===== src/rtl/masked_rca_if.sv =====
// masked_rca_if: operand/result bundle for the masked ripple-carry adder.
// Carries two Boolean shares per operand, carry-in, fresh randomness,
// and the registered (WIDTH+1)-bit result with its valid flag.
// Optional macro MASKED_SHARES_OUT_EN adds the registered result shares
// sum_s0/sum_s1 so downstream logic can stay in the masked domain.
// Ports (master drives, slave = adder):
//   in_valid, a0, a1, b0, b1, c_in, rnd  -> adder
//   sum, out_valid [, sum_s0, sum_s1]    <- adder
interface masked_rca_if #(
    parameter int WIDTH = 4
);
    logic                 in_valid;
    logic [WIDTH-1:0]     a0;
    logic [WIDTH-1:0]     a1;
    logic [WIDTH-1:0]     b0;
    logic [WIDTH-1:0]     b1;
    logic                 c_in;
    logic [2*WIDTH-1:0]   rnd;
    logic [WIDTH:0]       sum;
    logic                 out_valid;
`ifdef MASKED_SHARES_OUT_EN
    logic [WIDTH:0]       sum_s0;
    logic [WIDTH:0]       sum_s1;

    modport master (
        output in_valid, a0, a1, b0, b1, c_in, rnd,
        input  sum, out_valid, sum_s0, sum_s1
    );
    modport slave (
        input  in_valid, a0, a1, b0, b1, c_in, rnd,
        output sum, out_valid, sum_s0, sum_s1
    );
`else
    modport master (
        output in_valid, a0, a1, b0, b1, c_in, rnd,
        input  sum, out_valid
    );
    modport slave (
        input  in_valid, a0, a1, b0, b1, c_in, rnd,
        output sum, out_valid
    );
`endif
endinterface


===== src/rtl/masked_rca.sv =====
// masked_rca: first-order Boolean-masked WIDTH-bit ripple-carry adder.
// Operands arrive as XOR shares; every AND term is refreshed with its own
// random bit (DOM form), shares are only recombined at the output register.
// Ports:
//   clk    rising-edge clock
//   rst_n  asynchronous active-low reset (clears sum, out_valid)
//   bus    masked_rca_if.slave: in_valid/a0/a1/b0/b1/c_in/rnd in,
//          sum (WIDTH+1, registered, 1-cycle latency)/out_valid out
// Optional macro MASKED_SHARES_OUT_EN: also registers the result shares
// onto bus.sum_s0/bus.sum_s1 (sum_s0 ^ sum_s1 == sum).
module masked_rca #(
    parameter int WIDTH = 4
) (
    input  logic          clk,
    input  logic          rst_n,
    masked_rca_if.slave   bus
);

    logic [WIDTH-1:0]   a0;
    logic [WIDTH-1:0]   a1;
    logic [WIDTH-1:0]   b0;
    logic [WIDTH-1:0]   b1;
    logic [2*WIDTH-1:0] rnd;

    assign a0  = bus.a0;
    assign a1  = bus.a1;
    assign b0  = bus.b0;
    assign b1  = bus.b1;
    assign rnd = bus.rnd;

    // Propagate shares, AND-term shares and carry shares per bit.
    logic [WIDTH-1:0] p0;
    logic [WIDTH-1:0] p1;
    logic [WIDTH-1:0] ab0;
    logic [WIDTH-1:0] ab1;
    logic [WIDTH-1:0] cp0;
    logic [WIDTH-1:0] cp1;
    logic [WIDTH:0]   c0;
    logic [WIDTH:0]   c1;
    logic [WIDTH:0]   s0;
    logic [WIDTH:0]   s1;

    // Unmasked carry-in enters as share 0 with a zero share 1.
    assign c0[0] = bus.c_in;
    assign c1[0] = 1'b0;

    for (genvar i = 0; i < WIDTH; i++) begin : g_bit
        assign p0[i] = a0[i] ^ b0[i];
        assign p1[i] = a1[i] ^ b1[i];

        // The cross terms are blinded by r before they meet the
        // same-domain term, so no wire ever carries a0&b1^a1&b0.
        assign ab0[i] = (a0[i] & b0[i])
                      ^ ((a0[i] & b1[i]) ^ rnd[2*i]);
        assign ab1[i] = (a1[i] & b1[i])
                      ^ ((a1[i] & b0[i]) ^ rnd[2*i]);

        assign cp0[i] = (c0[i] & p0[i])
                      ^ ((c0[i] & p1[i]) ^ rnd[2*i+1]);
        assign cp1[i] = (c1[i] & p1[i])
                      ^ ((c1[i] & p0[i]) ^ rnd[2*i+1]);

        // a&b and c&p are never both 1, so XOR equals OR here.
        assign c0[i+1] = ab0[i] ^ cp0[i];
        assign c1[i+1] = ab1[i] ^ cp1[i];

        assign s0[i] = p0[i] ^ c0[i];
        assign s1[i] = p1[i] ^ c1[i];
    end

    assign s0[WIDTH] = c0[WIDTH];
    assign s1[WIDTH] = c1[WIDTH];

    // Shares meet only here, right at the register input.
    logic [WIDTH:0] sum_d;
    assign sum_d = s0 ^ s1;

    logic [WIDTH:0] sum_q;
    logic           valid_q;

    always_ff @(posedge clk or negedge rst_n) begin
        if (!rst_n) begin
            sum_q   <= '0;
            valid_q <= 1'b0;
        end else begin
            valid_q <= bus.in_valid;
            if (bus.in_valid) begin
                sum_q <= sum_d;
            end
        end
    end

    assign bus.sum       = sum_q;
    assign bus.out_valid = valid_q;

`ifdef MASKED_SHARES_OUT_EN
    logic [WIDTH:0] sum_s0_q;
    logic [WIDTH:0] sum_s1_q;

    always_ff @(posedge clk or negedge rst_n) begin
        if (!rst_n) begin
            sum_s0_q <= '0;
            sum_s1_q <= '0;
        end else if (bus.in_valid) begin
            sum_s0_q <= s0;
            sum_s1_q <= s1;
        end
    end

    assign bus.sum_s0 = sum_s0_q;
    assign bus.sum_s1 = sum_s1_q;
`endif

endmodule


===== src/flat_wrapper.sv =====
// flat-port wrapper written by rule: the top's interface ports become plain ports
module masked_rca_flat 
#(
    parameter int WIDTH = 4
)
  (clk, rst_n, bus_in_valid, bus_a0, bus_a1, bus_b0, bus_b1, bus_c_in, bus_rnd, bus_sum, bus_out_valid);
  masked_rca_if #(.WIDTH(WIDTH)) bus_i ();
  input  logic clk;
  input  logic rst_n;
  input wire logic [$bits(bus_i.in_valid)-1:0] bus_in_valid;
  input wire logic [$bits(bus_i.a0)-1:0] bus_a0;
  input wire logic [$bits(bus_i.a1)-1:0] bus_a1;
  input wire logic [$bits(bus_i.b0)-1:0] bus_b0;
  input wire logic [$bits(bus_i.b1)-1:0] bus_b1;
  input wire logic [$bits(bus_i.c_in)-1:0] bus_c_in;
  input wire logic [$bits(bus_i.rnd)-1:0] bus_rnd;
  output wire logic [$bits(bus_i.sum)-1:0] bus_sum;
  output wire logic [$bits(bus_i.out_valid)-1:0] bus_out_valid;
  assign bus_i.in_valid = bus_in_valid;
  assign bus_i.a0 = bus_a0;
  assign bus_i.a1 = bus_a1;
  assign bus_i.b0 = bus_b0;
  assign bus_i.b1 = bus_b1;
  assign bus_i.c_in = bus_c_in;
  assign bus_i.rnd = bus_rnd;
  assign bus_sum = bus_i.sum;
  assign bus_out_valid = bus_i.out_valid;
  masked_rca #(.WIDTH(WIDTH)) u_core (.clk(clk), .rst_n(rst_n), .bus(bus_i));
endmodule

===== config.mk =====
export PLATFORM = sky130hd
export DESIGN_NAME = masked_rca_flat
export DESIGN_NICKNAME = d
export VERILOG_FILES = /design/src/rtl/masked_rca_if.sv /design/src/rtl/masked_rca.sv /design/src/flat_wrapper.sv
export SDC_FILE = /design/constraint.sdc
export NUM_CORES = 1
export LEC_CHECK = 0
export ABC_AREA = 1
export BUFFER_PORTS_ARGS = -buffer_cell sky130_fd_sc_hd__buf_4
export CORE_UTILIZATION = 42
export CTS_CLUSTER_DIAMETER = 200
export CTS_CLUSTER_SIZE = 12
export DETAILED_ROUTE_END_ITERATION = 8
export GPL_TIMING_DRIVEN = 1
export PLACE_DENSITY = 0.8
export SYNTH_ARGS = -nofsm -noshare
export SYNTH_HDL_FRONTEND = slang
export SYNTH_SLANG_ARGS = --single-unit
export TNS_END_PERCENT = 30

===== constraint.sdc =====
create_clock -name clk -period 0.8 [get_ports clk]
set_input_delay 0.08 -clock clk [delete_from_list [all_inputs] [get_ports clk]]
set_output_delay 0.08 -clock clk [all_outputs]
set_load 0.01 [all_outputs]

Word level (Yosys, flattened, before mapping)
Index checks and enable logic that the tools add are counted.
{ "word_totals": {"out_inout_bits": 6, "elab_cells": 86, "register_bits": 6} }
{ "classes": {"bitwise_logic": 84} }
{ "op_table": {"columns": ["operator", "count"], "rows": [
  ["bitwise XOR 1 bit", 53],
  ["bitwise AND 1 bit", 30],
  ["bitwise XOR 5 bit", 1]
]} }

Logic depth before layout (Yosys ltp)
Gate-level depths: netlist of run 1.
{ "logic_depth": {"word_depth": 18, "mapped_depth": 39} }

Least setup slack after synthesis of run 1
Ideal clock, no wire load.
{ "synth_path": {"path_type": "input-to-reg", "from": "input port bus_b0[0]", "to": "register u_core.sum_q[4] (netlist: u_core.bus.sum[4])", "t_required_ns": 0.683, "setup_ns": 0.117, "path_buffers": 0, "slack_ns": -2.624, "stages": 35, "t_arrival_ns": 3.306, "cell_sequence": "ha_1 ha_1 inv_1 nand2_1 nand3_1 nand2_1 nand2_1 nand2_2 ha_1 xor2_1 nand3_1 nand2_1 nand3_1 nand2_1 inv_1 ha_1 xor2_1 nand3_1 nand2_2 nand4_1 nand2_2 inv_1 ha_1 xnor2_1 inv_1 nand2_1 nand2_1 nand2_1 nand2_1 inv_1 nand2_1 nand2_1 nand2_1 nand3_1 nand2_1"} }
{ "synth_between": {"elab_chain_len": 17, "elab_cells_between_ends": 41, "cone_classes": "bitwise (41)"} }
{ "synth_rtl": {"columns": ["element", "line", "rtl"], "rows": [
  ["start: declaration", "flat_wrapper.sv:13", "input wire logic [$bits(bus_i.b0)-1:0] bus_b0;"],
  ["bitwise XOR 1 bit / bitwise AND 1 bit (equally long branches)", "masked_rca.sv:48, masked_rca.sv:56", null],
  ["bitwise AND 1 bit / bitwise XOR 1 bit (equally long branches)", "masked_rca.sv:58, masked_rca.sv:56", null],
  ["bitwise XOR 1 bit, on equally long branches", "masked_rca.sv:59, masked_rca.sv:56", null],
  ["bitwise XOR 1 bit, on equally long branches", "masked_rca.sv:64, masked_rca.sv:65", null],
  ["bitwise AND 1 bit, on equally long branches", "masked_rca.sv:59, masked_rca.sv:61", null],
  ["bitwise XOR 1 bit, on equally long branches (2 in a row)", "masked_rca.sv:59, masked_rca.sv:61", null],
  ["bitwise XOR 1 bit, on equally long branches", "masked_rca.sv:64, masked_rca.sv:65", null],
  ["bitwise AND 1 bit, on equally long branches", "masked_rca.sv:59, masked_rca.sv:61", null],
  ["bitwise XOR 1 bit, on equally long branches (2 in a row)", "masked_rca.sv:59, masked_rca.sv:61", null],
  ["bitwise XOR 1 bit, on equally long branches", "masked_rca.sv:64, masked_rca.sv:65", null],
  ["bitwise AND 1 bit, on equally long branches", "masked_rca.sv:59, masked_rca.sv:61", null],
  ["bitwise XOR 1 bit, on equally long branches (2 in a row)", "masked_rca.sv:59, masked_rca.sv:61", null],
  ["bitwise XOR 1 bit, on equally long branches", "masked_rca.sv:64, masked_rca.sv:65", null],
  ["bitwise XOR 5 bit (*)", "masked_rca.sv:76", "assign sum_d = s0 ^ s1;"],
  ["end signal: assignment", "masked_rca.sv:88", "sum_q <= sum_d;"],
  ["end: declaration", "masked_rca.sv:78", "logic [WIDTH:0] sum_q;"]
]} }
Mark *: on every way between the ends. The rest lies on a longest branch, timed or not.
A chain may end at the register's enable or synchronous reset.

Worst setup path after layout of run 1
Same ends and word-level chain as after synthesis.

==> flow_summary_export.csv, run 1 <==
group,metric,value,unit
outcome,status,"complete, but fails checks",
outcome,violations,"negative setup slack",
layout,syn2layout_area_growth,70.3,%
placement,dpl_worst_slack,-2770,ps
cts,cts_buffers,3,
grt,grt_max_degree,10,
setup_path,max_stage_delay,230,ps
logic_synthesis,synth-seq-cells,6,
setup_path,critPathKind,"input pin to flop",
cts,cts-root-buf,"clkbuf_4",
grt,grt_overflow_total,0,
routing,viasPerCell,4.87,
grt,grt_pass1_wl,5060,um
timing,tightestPinTransition,244,ps
logic_synthesis,synth_commonest_cells,"nand2_1, inv_1, nand3_1",
routing,ant_nets,0,
power,power_leakage,1.11,nW
routing,wire_per_inst,11.3,um
cts,cts_tree,"yes",
cts,clkSinkCount,6,
cts,htreeDepth,1,
timing,fmax,0.298,GHz
floorplanning,io_pins,34,
timing,finClkSkew,0,ps
cts,path_clk_slew,50,ps
logic_synthesis,synth_edf_count,0,
layout,multi_input_area,1120,um^2
placement,gp_congestion,0.760,
layout,drive_gt1_share,46.0,%
setup_path,worstPathRequired,940,ps
timing,min_period,3350,ps
logic_synthesis,yosysTopAreaCellShare,26.1,%
floorplanning,core-area,2540,um^2
logic_synthesis,synth.area.top_cells,"nand2_1, ha_1, dfrtp_1",
timing,slew_viol_final,0,
power,power.density,1610,nW/um^2
setup_path,cp_max_fo,3,
timing,slew_headroom,83.7,%
routing,drt_iter0_markers,31,
setup_path,startpoint_type,"input pin",
setup_path,worst_path_max_delay_cell,"ha_4",
layout,fill_cells,167,
grt,track_usage,23.3,%
layout,seq_area,150,um^2
run,maxCapViolations,0,
grt,first_global_vias,1354,
routing,vias,1437,
routing,drt_pass1_iterations,4,
timing,rsz0062_at_grt,"yes",
layout,diodes,0,
logic_synthesis,syn_inst,196,
min_path,hp-class,"input pin to flop",
logic_synthesis,yosysMostFrequentCell,"nand2_1",
logic_synthesis,ys_async_sr_fraction,100,%
timing,setup_viol,10,
logic_synthesis,synth.net_count,239,
logic_synthesis,netlist_area,1170,um^2
power,finalPower,3.19,mW
logic_synthesis,syn_area_per_cell,5.95,um^2
floorplanning,die_h,54.7,um
routing,routed_wl,3340,um
setup_path,end_kind,"flop",
power,ir_worst_vdd,2.11,mV
timing,worst_slack,-2550,ps
logic_synthesis,yosys.area.top_type,"nand2_1",
logic_synthesis,synth_top_flop_cell,"dfrtp_1",
logic_synthesis,yosysSeqAreaShare,12.9,%
logic_synthesis,synth.distinct_cells,18,
setup_path,critical_path.most_common_cell,"nand2_2",
timing,period_share,419,%
floorplanning,die_x,54.7,um
placement,dp_hpwl,2260,um
logic_synthesis,synth_warnings,0,
cts,worstSkewPairLatency,250,ps
setup_path,cp.arrival,3490,ps
timing,finalHoldViolations,0,
grt,antenna_found_initial,0,
layout,final_net_count,310,
placement,io_buffers,33,
floorplanning,rows,18,
floorplanning,initial_core_util,45.8,%
cts,cts_buffer_depth,2,
floorplanning,die_area,2990,um^2
routing,drc_errors,0,
[cells in the final DEF, fill, tap and decap left out]
master / synthesis / routed
ha_1: 15 / 8
nand2_2: 8 / 18
nand2b_1: 1 / 1
dfrtp_1: 6 / 6
or2_1: 1 / 1
buf_8: 0 / 1
buf_4: 0 / 56
nand2_4: 0 / 2
inv_4: 0 / 1
xnor2_2: 0 / 5
buf_6: 0 / 7
o21ai_0: 4 / 1
nand4_1: 3 / 3
xor2_2: 0 / 3
ha_4: 0 / 7
dlygate4sd3_1: 0 / 2
nand3_2: 2 / 9
inv_1: 27 / 21
and2_1: 1 / 1
o21ai_1: 0 / 3
xnor2_1: 9 / 4
nand2_1: 81 / 69
clkbuf_4: 0 / 3
nor2_4: 1 / 1
xor2_1: 6 / 3
nand3_1: 25 / 18
nand3b_1: 1 / 1
inv_2: 4 / 9
a21oi_1: 1 / 1
[area by class of cell]
cell class | instances | share of cell area, %
inverter | 31 | 5.99
multi-input combinational | 159 | 56.5
sequential | 6 | 7.56
timing repair buffer | 66 | 26.9
clock buffer | 3 | 1.13
tap | 30 | 1.89
[power breakdown]
group | switching (mW) | leakage [nW] | internal [mW]
Combinational | 1.12 | 1.02 | 1.27
Sequential | 0.0898 | 0.0724 | 0.412
Clock | 0.124 | 0.0138 | 0.171
[kinds of logic (layout without fill, tap and decap cells)]
| kind of cell | Yosys count | after routing | synth area share (%) |
|---|---|---|---|
| AND/OR/NAND/NOR | 124 | 124 | 47.6 |
| buffers and inverters | 31 | 100 | 9.98 |
| adder cells (fa/ha/maj) | 15 | 15 | 16.1 |
| XOR/XNOR | 15 | 15 | 11.3 |
| flip-flops | 6 | 6 | 12.9 |
| AO/OA/AOI/OAI | 5 | 5 | 2.15 |
[worst max-delay path: cells and delay by family]
| family | cells | cell delay, ps |
|---|---|---|
| adder cells (fa/ha/maj) | 5 | 870 |
| AND/OR/NAND/NOR | 21 | 1720 |
| buffers and inverters | 5 | 320 |
| XOR/XNOR | 3 | 480 |
[registers in the layout (all words and copies together) (netlist names)]
register / flops
u_core.bus.sum: 5
u_core.bus.out_valid: 1
[per-layer routing]
layer	up-vias	GRT usage (%)	wire length (um)
met5	-	0	0
met4	0	6.84	50
met3	7	2.78	99
met2	28	45.6	1750
met1	652	25.3	1440
li1	750	-	-
[per-stage QoR]
stage                     hold WS [ps]  std cells  setup TNS, ps  cell area [um^2]  utilization [%]
after floorplan                   -216        196          -6300              1230                -
after global placement            -111        283          -7300              1700             66.8
after detailed placement          -108        283          -7810              1700             66.8
after CTS                         84.1        295          -6310              1880             73.8
after global routing               124        295          -7310              1990             78.0
final                              112        295          -6650              1990             78.0
[path summary, 6_finish.rpt]
check	end	from	slack [ps]	depth (start not counted)
worst min-delay path	u_core.bus.sum[4]	bus_in_valid	110	3
worst max-delay path	u_core.bus.sum[4]	bus_b0[0]	-2550	34
worst max register to register	u_core.bus.sum[2]	u_core.bus.sum[2]	110	2
worst min register to register	u_core.bus.sum[3]	u_core.bus.sum[3]	530	2
min in group asynchronous	u_core.bus.sum[4]	rst_n	170	2
max in group asynchronous	u_core.bus.sum[2]	rst_n	510	2
[what timing repair did]
| action | CTS | global route |
|---|---|---|
| pin swaps | 16 | 33 |
| endpoints found under the hold margin | 7 | 0 |
| gates resized for setup | 23 | 24 |
| gates cloned | 0 | 0 |
| buffers inserted | 7 | 0 |
| hold buffers | 2 | 0 |
| endpoints found under the setup margin | 10 | 11 |
No activity file was read; power rests on OpenSTA's default activity.
==> run 2: changes to the inputs <==
Settings changed: CORE_ASPECT_RATIO set to 1.75.
==> flow_summary_export.csv, run 2 (synthesis results as in run 1) <==
group,metric,value,unit
floorplanning,rows,24,
timing,finalHoldViolations,0,
routing,ant_nets,0,
setup_path,cp.arrival,3400,ps
grt,grt_max_degree,10,
power,ir_worst_vdd,1.72,mV
setup_path,critPathKind,"input pin to flop",
setup_path,critPathLaunch,"bus_b0[0]",
floorplanning,initial_core_util,45.7,%
grt,track_usage,20.5,%
setup_path,path_depth,34,
timing,min_period,3300,ps
cts,cts-root-buf,"clkbuf_8",
cts,path_clk_slew,30,ps
power,pwr-share-clk,13.8,%
setup_path,reg2reg_from,"u_core.bus.sum[2]",
layout,layout.cells.non_filler,281,
grt,antenna_found_initial,0,
setup_path,cp_max_fo,3,
min_path,hp-class,"input pin to flop",
timing,finClkSkew,0,ps
setup_path,crit-reg2reg-capture,"u_core.bus.sum[2]",
timing,setup_viol,7,
power,seqPwrFrac,15.4,%
setup_path,critical_path.most_common_cell,"nand2_2",
outcome,violations,"negative setup slack",
timing,setup-tns-final,-6380,ps
placement,dpl_worst_slack,-2780,ps
layout,layout_common_cells,"nand2_1, buf_4, inv_1",
setup_path,rrSetupSlack,150,ps
timing,period_share,413,%
timing,worst_slack,-2500,ps
floorplanning,die_x,41.8,um
timing,tightestPinTransition,257,ps
routing,vias,1368,
routing,viasPerCell,4.87,
setup_path,critPathBufInv,5,
placement,gp_congestion,0.747,
setup_path,end_kind,"flop",
grt,grt_pass1_wl,4960,um
cts,worstSkewPairLatency,220,ps
power,power.density,1690,nW/um^2
routing,routed_wl,2850,um
cts,clkSinkCount,6,
layout,final_area,1890,um^2
min_path,min_from,"bus_in_valid",
timing,fmax,0.303,GHz
layout,largest_reg_flops,5,
power,power_leakage,1.06,nW
timing,slew_viol_final,0,
placement,io_buffers,33,
cts,cts_buffers,3,
cts,htreeDepth,1,
run,maxCapViolations,0,
setup_path,r2r_cells,2,
routing,drt_pass1_iterations,4,
layout,final_net_count,300,
layout,final_common_cell,"nand2_1",
setup_path,max_stage_delay,230,ps
cts,cts_buffer_depth,2,
layout,syn2layout_area_growth,62.4,%
power,finalPower,3.19,mW
power,p_int,1.94,mW
layout,fill_cells,193,
timing,rsz0062_at_grt,"yes",
routing,drc_errors,0,
setup_path,cp-endpoint,"u_core.bus.sum[4]",
routing,wire_per_inst,10.1,um
outcome,status,"complete, but fails checks",
timing,holdWs,123,ps
floorplanning,die_h,71.7,um
power,p_comb_share,70.8,%
routing,drt_iter0_markers,13,
grt,grt_overflow_total,0,
power,p_sw,1.25,mW
layout,finish.utilization,74.2,%
cts,cts_tree,"yes",
placement,dpl_cell_area,1660,um^2
placement,dp_hpwl,2300,um
layout,diodes,0,
grt,first_global_vias,1317,
setup_path,worstPathRequired,900,ps
floorplanning,core-area,2550,um^2
floorplanning,die_area,3000,um^2
power,switching_share,39.3,%
floorplanning,io_pins,34,
setup_path,worst_path_max_delay_cell,"ha_4",
layout,drive_gt1_share,41.6,%
setup_path,cp_top_family,"simple AND/OR/NAND/NOR gates",
setup_path,startpoint_type,"input pin",
timing,slew_headroom,82.9,%
placement,dp.cells,275,
## run 2: metal layers
metal	GRT usage [%]	routed length [um]	part of all wire, %
met5	0	0	0
met3	3.78	63	2.2
met4	5.38	23	0.81
met1	20.9	1030	36
met2	41.0	1730	61
## run 2: layout make-up
| class | count | area [um^2] | share of cell area (%) |
|---|---|---|---|
| well taps | 26 | 32.5 | 1.72 |
| clock buffers | 3 | 41.3 | 2.18 |
| flip-flops and latches | 6 | 150 | 7.93 |
| multi-input cells | 159 | 1090 | 57.8 |
| repair buffers | 56 | 459 | 24.2 |
| inverters | 31 | 116 | 6.14 |
## run 2: power by group through the flow
stage	Clock (mW)	Sequential [mW]	Combinational [mW]
after global placement	0	0.472	1.79
final	0.442	0.492	2.26
after global routing	0.480	0.507	2.51
after floorplan	0	0.519	1.08
after CTS	0.454	0.493	2.09
after detailed placement	0	0.477	1.83
## run 2: worst min path at each step
stage / slack, ps / cells past startpoint / to
final: 120 / 3 / u_core.bus.sum[4]
after global routing: 150 / 3 / u_core.bus.sum[4]
after CTS: 120 / 3 / u_core.bus.sum[4]
after detailed placement: -110 / 1 / u_core.bus.out_valid
after global placement: -110 / 1 / u_core.bus.sum[4]
after floorplan: -220 / 0 / u_core.bus.out_valid
## run 2: worst min-delay path, delay by kind of cell
| family | cells | cell delay, ps |
|---|---|---|
| buf+inv | 1 | 90 |
| simple gates | 2 | 130 |
## run 2: repair_timing
item,4_1_cts,5_1_grt
pin swaps,11,24
resized for setup,22,18
setup buffers,0,1
hold buffers,2,0
setup endpoints to repair,9,11
endpoints found under the hold margin,7,0
==> run 3: changes to the inputs <==
Settings changed: CTS_CLUSTER_SIZE 12 to not set, SETUP_SLACK_MARGIN set to 0.5.
==> flow_summary_export.csv, run 3 (synthesis results as in run 1) <==
group,metric,value,unit
power,seqPwrFrac,15.6,%
power,ir_worst_vdd,1.75,mV
grt,grt_max_degree,10,
grt,grt_pass1_wl,4980,um
timing,tightestPinTransition,262,ps
cts,cts_tree,"yes",
floorplanning,die_h,71.7,um
setup_path,worstPathRequired,900,ps
power,pwr-share-clk,13.5,%
layout,diodes,0,
routing,drt_iter0_markers,8,
grt,first_global_vias,1347,
routing,drt_pass1_iterations,4,
floorplanning,core-area,2550,um^2
layout,syn2layout_area_growth,60.7,%
layout,drive_gt1_share,40.8,%
layout,layout.cells.non_filler,281,
setup_path,critPathBufInv,7,
setup_path,startpoint_type,"input pin",
placement,dp.cells,275,
grt,antenna_found_initial,0,
cts,path_clk_slew,30,ps
timing,holdWs,-340,ps
outcome,violations,"negative hold slack, negative setup slack",
routing,drc_errors,0,
min_path,hp-class,"input pin to asynchronous set/reset pin",
layout,largest_reg_flops,5,
power,p_int,1.94,mW
cts,cts-root-buf,"clkbuf_8",
floorplanning,die_x,41.8,um
floorplanning,rows,24,
cts,cts_buffers,3,
setup_path,cp_top_family,"simple AND/OR/NAND/NOR gates",
setup_path,reg2reg_from,"u_core.bus.sum[2]",
setup_path,cp.arrival,3360,ps
placement,dpl_cell_area,1670,um^2
placement,dp_hpwl,2420,um
layout,final_common_cell,"nand2_1",
power,power_leakage,1.06,nW
routing,vias,1402,
timing,slew_headroom,82.5,%
routing,ant_nets,0,
power,p_sw,1.24,mW
placement,io_buffers,33,
setup_path,worst_path_max_delay_cell,"ha_4",
timing,min_period,3250,ps
timing,finClkSkew,0,ps
placement,dpl_worst_slack,-2740,ps
grt,track_usage,20.7,%
layout,layout_common_cells,"nand2_1, buf_4, inv_1",
outcome,status,"complete, but fails checks",
run,maxCapViolations,0,
power,power.density,1700,nW/um^2
setup_path,max_stage_delay,240,ps
routing,wire_per_inst,10.6,um
cts,cts_buffer_depth,2,
setup_path,critPathKind,"input pin to flop",
timing,period_share,407,%
floorplanning,die_area,3000,um^2
grt,grt_overflow_total,0,
floorplanning,initial_core_util,45.7,%
setup_path,end_kind,"flop",
timing,worst_slack,-2450,ps
cts,worstSkewPairLatency,210,ps
timing,rsz0062_at_grt,"yes",
setup_path,cp_max_fo,3,
timing,setup-tns-final,-6340,ps
timing,finalHoldViolations,7,
layout,final_net_count,300,
floorplanning,io_pins,34,
power,switching_share,39.0,%
layout,final_area,1870,um^2
timing,slew_viol_final,0,
placement,gp_congestion,0.773,
power,p_comb_share,70.9,%
cts,clkSinkCount,6,
setup_path,critical_path.most_common_cell,"nand2_2",
timing,setup_viol,8,
routing,viasPerCell,4.99,
cts,htreeDepth,1,
timing,fmax,0.307,GHz
routing,routed_wl,2980,um
setup_path,critPathLaunch,"bus_b0[0]",
## run 3: cell count changes in the layout (fill, tap and decap cells not counted), sizes merged
cell         before  now
buf              54   56
dlygate4sd3       2    0
## run 3: power by group through the flow
stage | clock, mW | sequential [mW] | combinational, mW
2_1_floorplan | 0 | 0.519 | 1.11
3_5_place_dp | 0 | 0.478 | 1.86
3_3_place_gp | 0 | 0.478 | 1.81
5_1_grt | 0.472 | 0.506 | 2.49
4_1_cts | 0.438 | 0.497 | 2.15
6_report | 0.430 | 0.497 | 2.26
## run 3: what timing repair did
item	4_1_cts	5_1_grt
pin swaps	11	3
endpoints found under the setup margin	11	11
gates resized for setup	20	10
hold endpoints to repair	7	7
setup buffers	3	0
## run 3: area by class of cell
class / instances / area (um^2)
multi-input combinational: 159 / 1080
sequential: 6 / 150
clock buffer: 3 / 41.3
inverter: 31 / 119
tap: 26 / 32.5
fill: 212 / 678
timing repair buffer: 56 / 450
## run 3: stage by stage
step	power [mW]	util [%]
floorplan	1.63	-
global placement	2.28	65.6
detailed placement	2.34	65.6
CTS	3.08	71.5
global route	3.47	73.4
finish	3.19	73.4
## run 3: worst paths after layout
kind	endpoint	slack [ps]	depth (start not counted)
setup / recovery	u_core.bus.sum[4]	-2450	36
hold / removal	u_core.bus.sum[3]	-340	1
setup reg to reg	u_core.bus.sum[2]	120	2
hold reg to reg	u_core.bus.sum[4]	500	2
max in group asynchronous	u_core.bus.sum[1]	1030	1
min in group clk	u_core.bus.out_valid	0	1
## run 3: routing by layer
layer  vias to the layer above  wire length (um)  track usage [%]  part of all wire (%)
met5                         -                 0                0                     0
met4                         0               116             10.0                   3.9
met3                        12                78             3.02                   2.6
met2                        30              1850             44.4                    62
met1                       626               936             16.7                    31
li1                        734                 -                -                     -
